[config.mk]
export PLATFORM = sky130hd
export DESIGN_NAME = alu_issue_ctrl
export DESIGN_NICKNAME = d
export VERILOG_FILES = /design/src/rtl/alu_issue_ctrl.sv
export SDC_FILE = /design/constraint.sdc
export NUM_CORES = 1
export LEC_CHECK = 0
export ABC_CLOCK_PERIOD_IN_PS = 4800
export BUFFER_PORTS_ARGS = -buffer_cell sky130_fd_sc_hd__buf_4
export CAP_MARGIN = 0
export CORE_MARGIN = 3
export CORE_UTILIZATION = 45
export CTS_BUF_LIST = sky130_fd_sc_hd__clkbuf_16
export DETAILED_ROUTE_END_ITERATION = 12
export PLACE_DENSITY = 0.76
export SLEW_MARGIN = 40
export SYNTH_ARGS = -nofsm -noshare
export SYNTH_HDL_FRONTEND = slang
export SYNTH_SLANG_ARGS = --single-unit
export TNS_END_PERCENT = 1
[constraint.sdc]
create_clock -name clk -period 4.8 [get_ports clk]
set_input_delay 0.72 -clock clk [delete_from_list [all_inputs] [get_ports clk]]
set_output_delay 0.72 -clock clk [all_outputs]
set_load 0.02 [all_outputs]
[src/rtl/alu_issue_ctrl.sv]
// alu_issue_ctrl: issues one operation at a time to a registered ALU and returns its result.
//
// Ports
//   clk, rst                    clock, asynchronous active-high reset
//   op_valid/op_ready           request handshake (op_ready decoded from registered state)
//   op_code/op_a/op_b/op_shamt  operation and operands; op_tag returned with the result
//   alu_opcode/alu_in1/alu_in2/alu_shamt  drive to the ALU (opcode is NOP outside ISSUE)
//   alu_result                  ALU output, captured ALU_LATENCY cycles after issue
//   res_valid/res_ready         result handshake; res_data/res_tag/res_err payload
//   ops_done                    successful results delivered (wraps)
//   err_count                   error results delivered (saturates at 255)
module alu_issue_ctrl #(
  parameter int unsigned ALU_LATENCY = 1
) (
  input  logic        clk,
  input  logic        rst,
  input  logic        op_valid,
  output logic        op_ready,
  input  logic [4:0]  op_code,
  input  logic [31:0] op_a,
  input  logic [31:0] op_b,
  input  logic [4:0]  op_shamt,
  input  logic [3:0]  op_tag,
  output logic [4:0]  alu_opcode,
  output logic [31:0] alu_in1,
  output logic [31:0] alu_in2,
  output logic [4:0]  alu_shamt,
  input  logic [31:0] alu_result,
  output logic        res_valid,
  input  logic        res_ready,
  output logic [31:0] res_data,
  output logic [3:0]  res_tag,
  output logic        res_err,
  output logic [15:0] ops_done,
  output logic [7:0]  err_count
);

  typedef enum logic [1:0] {StIdle, StIssue, StWait, StDone} state_e;

  state_e      state_q, state_d;
  logic        live_q;
  logic [2:0]  cnt_q, cnt_d;
  logic [4:0]  alu_opcode_q, alu_opcode_d;
  logic [31:0] alu_in1_q, alu_in1_d;
  logic [31:0] alu_in2_q, alu_in2_d;
  logic [4:0]  alu_shamt_q, alu_shamt_d;
  logic        res_valid_q, res_valid_d;
  logic [31:0] res_data_q, res_data_d;
  logic [3:0]  res_tag_q, res_tag_d;
  logic        res_err_q, res_err_d;
  logic [15:0] ops_done_q, ops_done_d;
  logic [7:0]  err_count_q, err_count_d;

  logic accept;
  logic op_bad;

  // live_q keeps op_ready low during reset and for the edge that follows release.
  assign op_ready = live_q && (state_q == StIdle);
  assign accept   = op_valid && op_ready;
  assign op_bad   = (op_code == 5'h00) || (op_code > 5'h0A) ||
                    (((op_code == 5'h04) || (op_code == 5'h05)) && (op_b == 32'h0));

  always_comb begin
    state_d      = state_q;
    cnt_d        = cnt_q;
    alu_opcode_d = alu_opcode_q;
    alu_in1_d    = alu_in1_q;
    alu_in2_d    = alu_in2_q;
    alu_shamt_d  = alu_shamt_q;
    res_valid_d  = res_valid_q;
    res_data_d   = res_data_q;
    res_tag_d    = res_tag_q;
    res_err_d    = res_err_q;
    ops_done_d   = ops_done_q;
    err_count_d  = err_count_q;

    unique case (state_q)
      StIdle: begin
        if (accept) begin
          res_tag_d = op_tag;
          if (op_bad) begin
            res_err_d  = 1'b1;
            res_data_d = 32'h0;
            state_d    = StDone;
          end else begin
            alu_opcode_d = op_code;
            alu_in1_d    = op_a;
            alu_in2_d    = op_b;
            alu_shamt_d  = op_shamt;
            state_d      = StIssue;
          end
        end
      end
      StIssue: begin
        alu_opcode_d = 5'h00;
        cnt_d        = 3'(ALU_LATENCY);
        state_d      = StWait;
      end
      StWait: begin
        if (cnt_q <= 3'd1) begin
          res_data_d  = alu_result;
          res_err_d   = 1'b0;
          res_valid_d = 1'b1;
          state_d     = StDone;
        end else begin
          cnt_d = cnt_q - 3'd1;
        end
      end
      StDone: begin
        if (!res_valid_q) begin
          // Error path enters DONE straight from the accept; raise valid one edge later.
          res_valid_d = 1'b1;
        end else if (res_ready) begin
          res_valid_d = 1'b0;
          state_d     = StIdle;
          if (res_err_q) begin
            if (err_count_q != 8'hFF) err_count_d = err_count_q + 8'd1;
          end else begin
            ops_done_d = ops_done_q + 16'd1;
          end
        end
      end
      default: state_d = StIdle;
    endcase
  end

  always_ff @(posedge clk or posedge rst) begin
    if (rst) begin
      state_q      <= StIdle;
      live_q       <= 1'b0;
      cnt_q        <= 3'd0;
      alu_opcode_q <= 5'h00;
      alu_in1_q    <= 32'h0;
      alu_in2_q    <= 32'h0;
      alu_shamt_q  <= 5'h00;
      res_valid_q  <= 1'b0;
      res_data_q   <= 32'h0;
      res_tag_q    <= 4'h0;
      res_err_q    <= 1'b0;
      ops_done_q   <= 16'h0;
      err_count_q  <= 8'h0;
    end else begin
      state_q      <= state_d;
      live_q       <= 1'b1;
      cnt_q        <= cnt_d;
      alu_opcode_q <= alu_opcode_d;
      alu_in1_q    <= alu_in1_d;
      alu_in2_q    <= alu_in2_d;
      alu_shamt_q  <= alu_shamt_d;
      res_valid_q  <= res_valid_d;
      res_data_q   <= res_data_d;
      res_tag_q    <= res_tag_d;
      res_err_q    <= res_err_d;
      ops_done_q   <= ops_done_d;
      err_count_q  <= err_count_d;
    end
  end

  assign alu_opcode = alu_opcode_q;
  assign alu_in1    = alu_in1_q;
  assign alu_in2    = alu_in2_q;
  assign alu_shamt  = alu_shamt_q;
  assign res_valid  = res_valid_q;
  assign res_data   = res_data_q;
  assign res_tag    = res_tag_q;
  assign res_err    = res_err_q;
  assign ops_done   = ops_done_q;
  assign err_count  = err_count_q;

endmodule

==> results of run 1 <==
state kept, by name (all words and copies together) (netlist names):
register and count:
alu_in1 32, alu_in2 32, res_data 32, ops_done 16, err_count 8, alu_opcode 5, alu_shamt 5, res_tag 4
cnt_q 3, state_q 2, live_q 1, res_err 1, res_valid 1
kinds of logic (layout without fill, tap and decap cells):
family                   count (synthesis)  in the layout  synth area share (%)
AO/OA/AOI/OAI                           19             19                  2.72
AND/OR/NAND/NOR                        106            106                  8.40
XOR/XNOR                                23             23                  3.37
other                                    1              1                0.0628
adder cells (fa/ha/maj)                  9              9                  1.88
multiplexers                           110            110                  20.0
flip-flops                             142            142                  59.5
buffers and inverters                   56            329                  4.08
area by class of cell:
type	instances	area (µm²)	area share [%]
well taps	172	215	2.49
clock buffers	17	425	4.91
multi-input cells	268	2190	25.2
repair buffers	256	1940	22.4
inverters	42	165	1.91
clock inverters	14	176	2.04
flip-flops and latches	142	3550	41.0
cell usage after synthesis, types with 4 or more instances:
| library cell | instances |
|---|---|
| ha_1 | 9 |
| nor2_1 | 12 |
| and3_1 | 4 |
| clkbuf_1 | 4 |
| buf_2 | 6 |
| nand4_1 | 6 |
| nand3_1 | 6 |
| mux2i_1 | 35 |
| nand2_1 | 56 |
| xnor2_1 | 15 |
| xor2_1 | 8 |
| mux2_1 | 25 |
| inv_1 | 42 |
| dfrtp_1 | 142 |
| mux2_2 | 50 |
| nor4_1 | 12 |
per-layer routing:
| layer | wire [µm] | up-vias | GRT usage, % |
|---|---|---|---|
| li1 | - | 2100 | - |
| met1 | 5600 | 2167 | 23.0 |
| met2 | 7790 | 186 | 36.1 |
| met3 | 1230 | 27 | 6.71 |
| met4 | 361 | 0 | 8.19 |
| met5 | 0 | - | 0 |
power groups by stage:
stage | combinational (mW) | sequential, mW | clock [mW]
final | 2.24 | 1.90 | 1.34
after detailed placement | 2.27 | 1.92 | 0
after global placement | 2.21 | 1.90 | 0
after global routing | 2.40 | 1.96 | 1.42
after floorplan | 0.795 | 2.38 | 0
after CTS | 2.28 | 1.91 | 1.37
metrics by stage:
step / cells / power [mW] / setup slack, ns / instance area [µm²]
after floorplan: 466 / 3.18 / 0.270 / 5970
after global placement: 878 / 4.10 / 1.39 / 8020
after detailed placement: 880 / 4.19 / 1.34 / 8060
after CTS: 911 / 5.55 / 1.77 / 8660
after global routing: 911 / 5.78 / 1.63 / 8660
final: 911 / 5.48 / 1.79 / 8660
how the worst max path moves through the flow:
stage          startpoint          end  slack, ns  depth (start not counted)
3_3_place_gp     op_b[25]  alu_in2[27]       1.39                          7
2_1_floorplan         rst   alu_in1[0]       0.27                          1
5_1_grt          op_b[25]  alu_in2[26]       1.63                          7
6_report         op_b[25]  alu_in2[30]       1.79                          7
3_5_place_dp     op_b[25]  alu_in2[26]       1.34                          7
4_1_cts          op_b[25]  alu_in2[30]       1.77                          7
==> metrics.md, run 1 <==
| Metric | Value |
|---|---|
| Status | completed |
| Reg-to-reg endpoint | alu_in2[30] |
| Worst-path clk slew | ~0.060 ns |
| Core area | approximately 0.013 mm² |
| Most common cell after layout, fill and taps aside | buf_4 |
| Final nets | 850 |
| Slew Limit Fails | 0 |
| # diodes | 0 |
| Setup slack, reg-to-reg | a little under 2 ns |
| Routed Antenna Nets | 0 |
| First-pass DRT Iterations | 4 |
| Top FF cell, synth | dfrtp_1 |
| Starting Density | roughly 47% |
| Global-route wire length before repair | 23.6 mm |
| Skew final | about 0.0081 ns |
| Gr usage total | between 20 and 25% |
| Cell family with most CP delay | simple AND/OR/NAND/NOR gates |
| Most frequent cells in the layout | buf_4, dfrtp_1, nand2_1, mux2_2, inv_1 |
| Switching part of the total | roughly 36% |
| CTS hold repair buffers | 0 |
| Hpwl dp | 11.3 mm |
| Area leader, netlist | dfrtp_1 |
| Final Hold Vio Count | 0 |
| WL per Instance | between 15 and 20 µm |
| Worst Path Buf+Inv | 2 |
| Vias in the first global route | 4817 |
| Die width | around 120 µm |
| Cells along the critical path | buf_4 -> nor4_1 -> nand4_1 -> o31ai_4 -> or2_1 -> buf_4 -> mux2_2 |
| Placement Rows | a little over 40 |
| Most frequent cell on the critical path | buf_4 |
| Startpoint Class | input port |
| Full die area | between 0.01 and 0.015 mm² |
| Max cap viols | 0 |
| CP required | 5.09 ns |
| R2r startpoint | state_q[0] |
| Routed vias/inst | around 5 |
| Largest net degree at the start of global routing | approximately 110 |
| Post-synthesis sequential area ratio | 59.5% |
| Synth warn | 0 |
| Clock share of power | 24.5% |
| Hold WC Path Type | in2async |
| DRT iter0 DRCs | between 200 and 250 |
| Cell internal pwr | approximately 3.5 mW |
| FF+latch count, synth | 142 |
| Fin Hold WS | 0.433 ns |
| DR vias | between 4000 and 5000 |
| Crit path max fanout | 22 |
| Share of cells above drive strength 1 | roughly 46% |
| Final period util | 62.6% |
| Clk root buf | clkbuf_16 |
| Setup bufs post-CTS | 0 |
| FFs w/ async S/R, synth | 100% |
| Syn Inst Count | about 470 |
| Area delta synth->final | 44.9% |
| Combinational power share | 40.8% |
| Clock buffer count from CTS | 17 |
| Post-synth EDFFs | 0 |
| Crit end category | register |
| Clk sink count | around 140 |
| Slowest stage delay, CP | around 0.57 ns |
| Post-layout util | 67.5% |
| Port bufs | 250 |
| Routed WL | roughly 15 mm |
| PwrDens | between 600 and 700 mW/mm² |
| Sw power | around 2 mW |
| Crit path DAT | 3.30 ns |
| Clock Path Buffers | 2 |
| Seq pwr share | between 30% and 40% |
| Gr ovfl total | 0 |
| Peak VDD IR | about 340 µV |
| Net Count, Synth | 589 |
| Drc violations | 0 |
| Slew @ Worst Pin | 0.702 ns |
| Critical path type | in2reg |
| Die Height | 121 µm |
| Slowest CP cell | or2_1 |
| Routability cong. | 0.785 |
| H-tree Lvls | 4 |
| F_max | 0.333 GHz |
| Fin crit period | between 3 and 4 ns |
| Share of the synthesized area in the top cell type | 59.5% |
| I/O pins | ~250 |
| Clock insertion delay at the later pin of the skew report | slightly above 0.4 ns |
| CTS tree | done |
| Post-CTS Resized | 0 |
| Setup TNS | 0 ns |
| Distinct cells, synth | 40 |
| Cells on worst reg2reg path | 7 |
| Area contributors post-synth | dfrtp_1, mux2_2, mux2i_1, mux2_1, nand2_1 |
| Unrepaired setup endpoints after global routing | false |
| Synthesized area per cell | 12.8 µm² |
| Cell Area, Synth | 0.00597 mm² |
| Slew headroom | between 50% and 60% |
| FILL cells | between 900 and 1000 |
| Setup Viol. Count Final | 0 |
| Initial antenna violation count | 0 |
| Static Leak | roughly 4.5 nW |
Power figures use the tool's default switching activity.
==> inputs of run 2 (changes only) <==
- ABC_CLOCK_PERIOD_IN_PS: 4800 -> 2900
- clock period: 4.8 -> 2.9 ns (I/O delays scaled with it)
==> metrics.md, run 2 (same netlist as run 1, synthesis figures left out) <==
| Metric | Value |
|---|---|
| Vias in the first global route | 4940 |
| Met2 Resource Use GR | ~36% |
| Setup Viol. Count Final | 0 |
| H-tree Lvls | 4 |
| Routed vias/inst | around 5 |
| Share of cells above drive strength 1 | ~46% |
| PwrDens | roughly 1000 mW/mm² |
| Drc violations | 0 |
| CP Launch Point | state_q[0] |
| Fin crit period | approximately 2.4 ns |
| I/O pins | 251 |
| F_max | 0.415 GHz |
| Post-layout util | between 60% and 70% |
| Setup slack, reg-to-reg | 0.49 ns |
| Routed WL | 15.4 mm |
| Busiest layer in global routing | met2 |
| Crit end category | register |
| Die Height | approximately 120 µm |
| Reg-to-reg endpoint | alu_in2[2] |
| DRT iter0 DRCs | ~210 |
| Status | completed |
| Placement Rows | 41 |
| Clk root buf | clkbuf_16 |
| Peak VDD IR | around 540 µV |
| Routed Antenna Nets | 0 |
| Starting Density | a little under half |
| Inst Count DP | about 890 |
| First-pass DRT Iterations | 4 |
| Clk sink count | between 100 and 150 |
| Core area | 0.0128 mm² |
| Final period util | 83.2% |
| Final nets | about 860 |
| Most common cell after layout, fill and taps aside | buf_4 |
| Crit path DAT | around 2.7 ns |
| Slew Limit Fails | 0 |
| Global-route wire length before repair | around 24 mm |
| PnR worst setup slack | between 0.4 and 0.5 ns |
| Slew headroom | roughly 57% |
| Worst-path clk slew | roughly 0.06 ns |
| Clock buffer count from CTS | 17 |
| Fin cells | 918 |
| Most frequent cells in the layout | buf_4, dfrtp_1, nand2_1, mux2_2, inv_1 |
| Startpoint Class | register |
| Clock Path Buffers | 2 |
| Max cap viols | 0 |
| Critical path type | reg2reg |
| R2r startpoint | state_q[0] |
| Hpwl dp | approximately 12 mm |
| Full die area | between 0.01 and 0.015 mm² |
| Setup TNS | 0 ns |
| Area delta synth->final | 46.0% |
| Hold WC Path Type | in2reg |
| Crit path max fanout | 11 |
| Met1 Resource Use GR | ~24% |
| Fin Hold WS | 0.248 ns |
| Routability cong. | about 0.76 |
| Slew @ Worst Pin | 0.632 ns |
| CP required | around 3.2 ns |
| Gr usage total | a little over a fifth |
| Unrepaired setup endpoints after global routing | false |
| Port bufs | 250 |
| GR Util met3 | ~7.2% |
| Post-CTS Resized | 0 |
| Skew final | 0.00795 ns |
| # diodes | 0 |
| Clock insertion delay at the later pin of the skew report | about 0.41 ns |
| Gr ovfl total | 0 |
| Cells on worst reg2reg path | 7 |
| CP Capture Point | alu_in2[2] |
| FILL cells | 983 |
| WL per Instance | about 17 µm |
| Die width | 121 µm |
| DR vias | 4545 |
| Final Hold Vio Count | 0 |
| Initial antenna violation count | 0 |
| Largest net degree at the start of global routing | 96 |
| Static Leak | between 4 and 5 nW |
| Pre-CTS setup slack | 0.180 ns |
| CTS tree | done |
run 2: changes by cell type in the layout (fill, tap and decap cells not counted), sizes merged:
| cell | delta |
|---|---|
| buf | +5 |
| clkinv | -1 |
| clkinvlp | +2 |
| dlygate4sd3 | +1 |
run 2: timing repair:
item,4_1_cts,5_1_grt
setup buffers,0,0
hold buffers,1,0
hold endpoints to repair,1,0
run 2: area by class of cell:
class | instances | area (µm²) | area share, %
Sequential cell | 142 | 3550 | 40.7
Timing Repair Buffer | 262 | 2000 | 23.0
Clock inverter | 15 | 179 | 2.05
Multi-Input combinational cell | 268 | 2190 | 25.1
Inverter | 42 | 161 | 1.85
Tap cell | 172 | 215 | 2.47
Clock buffer | 17 | 425 | 4.88
run 2: worst min-delay path by stage:
stage / startpoint / to / slack, ns / cells after the start
2_1_floorplan: cnt_q[2] / cnt_q[2] / 0.51 / 2
3_3_place_gp: rst / alu_shamt[3] / 0.32 / 2
3_5_place_dp: rst / alu_shamt[3] / 0.33 / 2
4_1_cts: op_b[7] / alu_in2[7] / 0.23 / 2
5_1_grt: op_b[7] / alu_in2[7] / 0.24 / 2
6_report: op_b[9] / alu_in2[9] / 0.25 / 2
run 2: critical path, stage by stage, from the launching register on:
cell     delay [ns]
dfrtp_1        0.39
inv_1          0.11
ha_1           0.26
and2_1         0.17
nand2_1        0.26
or2_1          0.47
buf_4          0.29
mux2_1         0.34
run 2: stage by stage:
stage	power, mW	area, µm²
after floorplan	5.26	5980
after global placement	6.80	8080
after detailed placement	6.97	8110
after CTS	9.21	8720
after global routing	9.61	8720
final	9.11	8720
run 2: power by group:
group | switching (mW) | internal, mW | leakage (nW)
sequential | 0.472 | 2.70 | 1.83
clock | 0.803 | 1.42 | 0.290
combinational | 1.99 | 1.73 | 2.40
total | 3.26 | 5.85 | 4.52
run 2: layer usage:
layer,vias to the layer above,wire length (µm)
li1,2111,-
met1,2218,5970
met2,188,7790
met3,28,1230
met4,0,373
met5,-,0
==> inputs of run 3 (changes only) <==
- ABC_CLOCK_PERIOD_IN_PS: 2900 -> 2300
- clock period: 2.9 -> 2.3 ns (I/O delays scaled with it)
==> metrics.md, run 3 (same netlist as run 1, synthesis figures left out) <==
| Metric | Value |
|---|---|
| Status | completed |
| WL per Instance | about 16 µm |
| Post-layout util | 68.4% |
| Cells on worst reg2reg path | 7 |
| # diodes | 0 |
| Gr ovfl total | 0 |
| Final instance area | just under 0.009 mm² |
| Drc violations | 0 |
| Worst-path clk slew | 0.06 ns |
| PnR worst setup slack | 0.198 ns |
| Slew Limit Fails | 0 |
| Cells along the critical path | inv_1 -> ha_1 -> and2_1 -> nand2_1 -> nor2_4 -> buf_16 -> mux2_2 |
| Routability cong. | approximately 0.77 |
| Largest net degree at the start of global routing | 143 |
| FILL cells | between 900 and 1000 |
| PwrDens | about 1300 mW/mm² |
| Placement Rows | around 40 |
| Clock buffer count from CTS | 17 |
| Pre-CTS setup slack | -0.159 ns |
| Clock Path Buffers | 2 |
| Core area | approximately 0.013 mm² |
| Clk root buf | clkbuf_16 |
| Area delta synth->final | 46.8% |
| F_max | between 0.4 and 0.5 GHz |
| Crit path DAT | 2.39 ns |
| Gr usage total | approximately a fifth |
| First-pass DRT Iterations | 4 |
| Die width | ~120 µm |
| Post-DP Area | about 0.0082 mm² |
| Vias in the first global route | between 4000 and 5000 |
| Setup Viol. Count Final | 0 |
| Initial antenna violation count | 0 |
| Most frequent cells in the layout | buf_4, dfrtp_1, nand2_1, mux2_2, inv_1 |
| Die Height | 121 µm |
| Routed Antenna Nets | 0 |
| Crit end category | register |
| R2r startpoint | state_q[0] |
| CP required | between 2 and 3 ns |
| Hpwl dp | ~11 mm |
| Clock insertion delay at the later pin of the skew report | approximately 0.41 ns |
| DR vias | 4519 |
| I/O pins | 251 |
| Max cap viols | 0 |
| Routed vias/inst | ~4.9 |
| Startpoint Class | register |
| DRT iter0 DRCs | roughly 190 |
| Critical path type | reg2reg |
| Setup slack, reg-to-reg | 0.20 ns |
| Final Hold Vio Count | 0 |
| Crit path max fanout | 21 |
| H-tree Lvls | 4 |
| Unrepaired setup endpoints after global routing | false |
| Final period util | between 90% and 100% |
| Routed WL | 15.0 mm |
| Slew @ Worst Pin | about 0.76 ns |
| Hold WC Path Type | in2async |
| Skew final | 0.00681 ns |
| Starting Density | between 40% and 50% |
| Static Leak | 4.56 nW |
| Global-route wire length before repair | between 20 and 25 mm |
| CTS tree | done |
| Peak VDD IR | 702 µV |
| Fin cells | a little over 900 |
| Reg-to-reg endpoint | alu_in1[30] |
| Port bufs | 250 |
| Final nets | 860 |
| Inst Count DP | ~900 |
| Setup TNS | 0 ns |
| Share of cells above drive strength 1 | approximately 47% |
| Full die area | 0.0147 mm² |
| Slowest stage delay, CP | between 0.4 and 0.5 ns |
| Fin crit period | between 2 and 2.5 ns |
| Slowest CP cell | nor2_4 |
| Clk sink count | 142 |
| Most common cell after layout, fill and taps aside | buf_4 |
| Slew headroom | about 49% |
run 3: cell count changes in the layout (fill, tap and decap cells not counted), sizes merged:
cell,change
dlygate4sd3,-1
clkinvlp,-2
buf,+5
clkinv,+4
inv,-2
run 3: final cells by class:
class	instances	area (µm²)	area share (%)
multi-input cells	268	2190	24.9
repair buffers	266	2050	23.4
clock inverters	15	176	2.01
inverters	42	161	1.84
well taps	172	215	2.45
clock buffers	17	425	4.85
flip-flops and latches	142	3550	40.5
run 3: worst max-delay path, delay by kind of cell, from the launching register on:
family,cells,cell delay [ns]
flops,1,0.41
buf+inv,2,0.36
simple gates,3,0.67
mux,1,0.35
fa+ha+maj,1,0.18
run 3: per-stage QoR:
step	total power, mW	hold WS [ns]
floorplan	6.64	0.477
global placement	8.63	0.461
detailed placement	8.83	0.470
CTS	11.7	0.142
global route	12.2	0.142
finish	11.5	0.159
run 3: power by group:
group	internal (mW)	switching, mW
logic	2.23	2.51
registers	3.40	0.585
clock network	1.79	1.01
total	7.42	4.11
run 3: worst max path at each step:
stage | cells after the start | endpoint | slack, ns | start
after floorplan | 8 | alu_in2[10] | 0.09 | state_q[0]
after global placement | 8 | alu_in2[1] | -0.08 | op_b[7]
after detailed placement | 8 | alu_in2[10] | -0.16 | op_b[7]
after CTS | 7 | alu_in1[1] | 0.15 | state_q[0]
after global routing | 7 | alu_in1[1] | 0.02 | state_q[1]
final | 7 | alu_in1[30] | 0.20 | state_q[0]
run 3: per-layer routing:
layer  GRT usage [%]  share of wire (%)  wire length [µm]  up-vias
li1                -                  -                 -     2122
met1            24.2                 39              5860     2192
met2            35.2                 51              7640      182
met3            7.37                8.1              1220       23
met4            7.98                2.0               296        0
met5               0                  0                 0        -
run 3: repair_timing:
| action | 4_1_cts | 5_1_grt |
|---|---|---|
| hold endpoints to repair | 0 | 0 |
| hold buffers | 0 | 0 |
| gates resized for setup | 0 | 0 |
| setup endpoints to repair | 0 | 8 |
| buffers inserted | 0 | 0 |
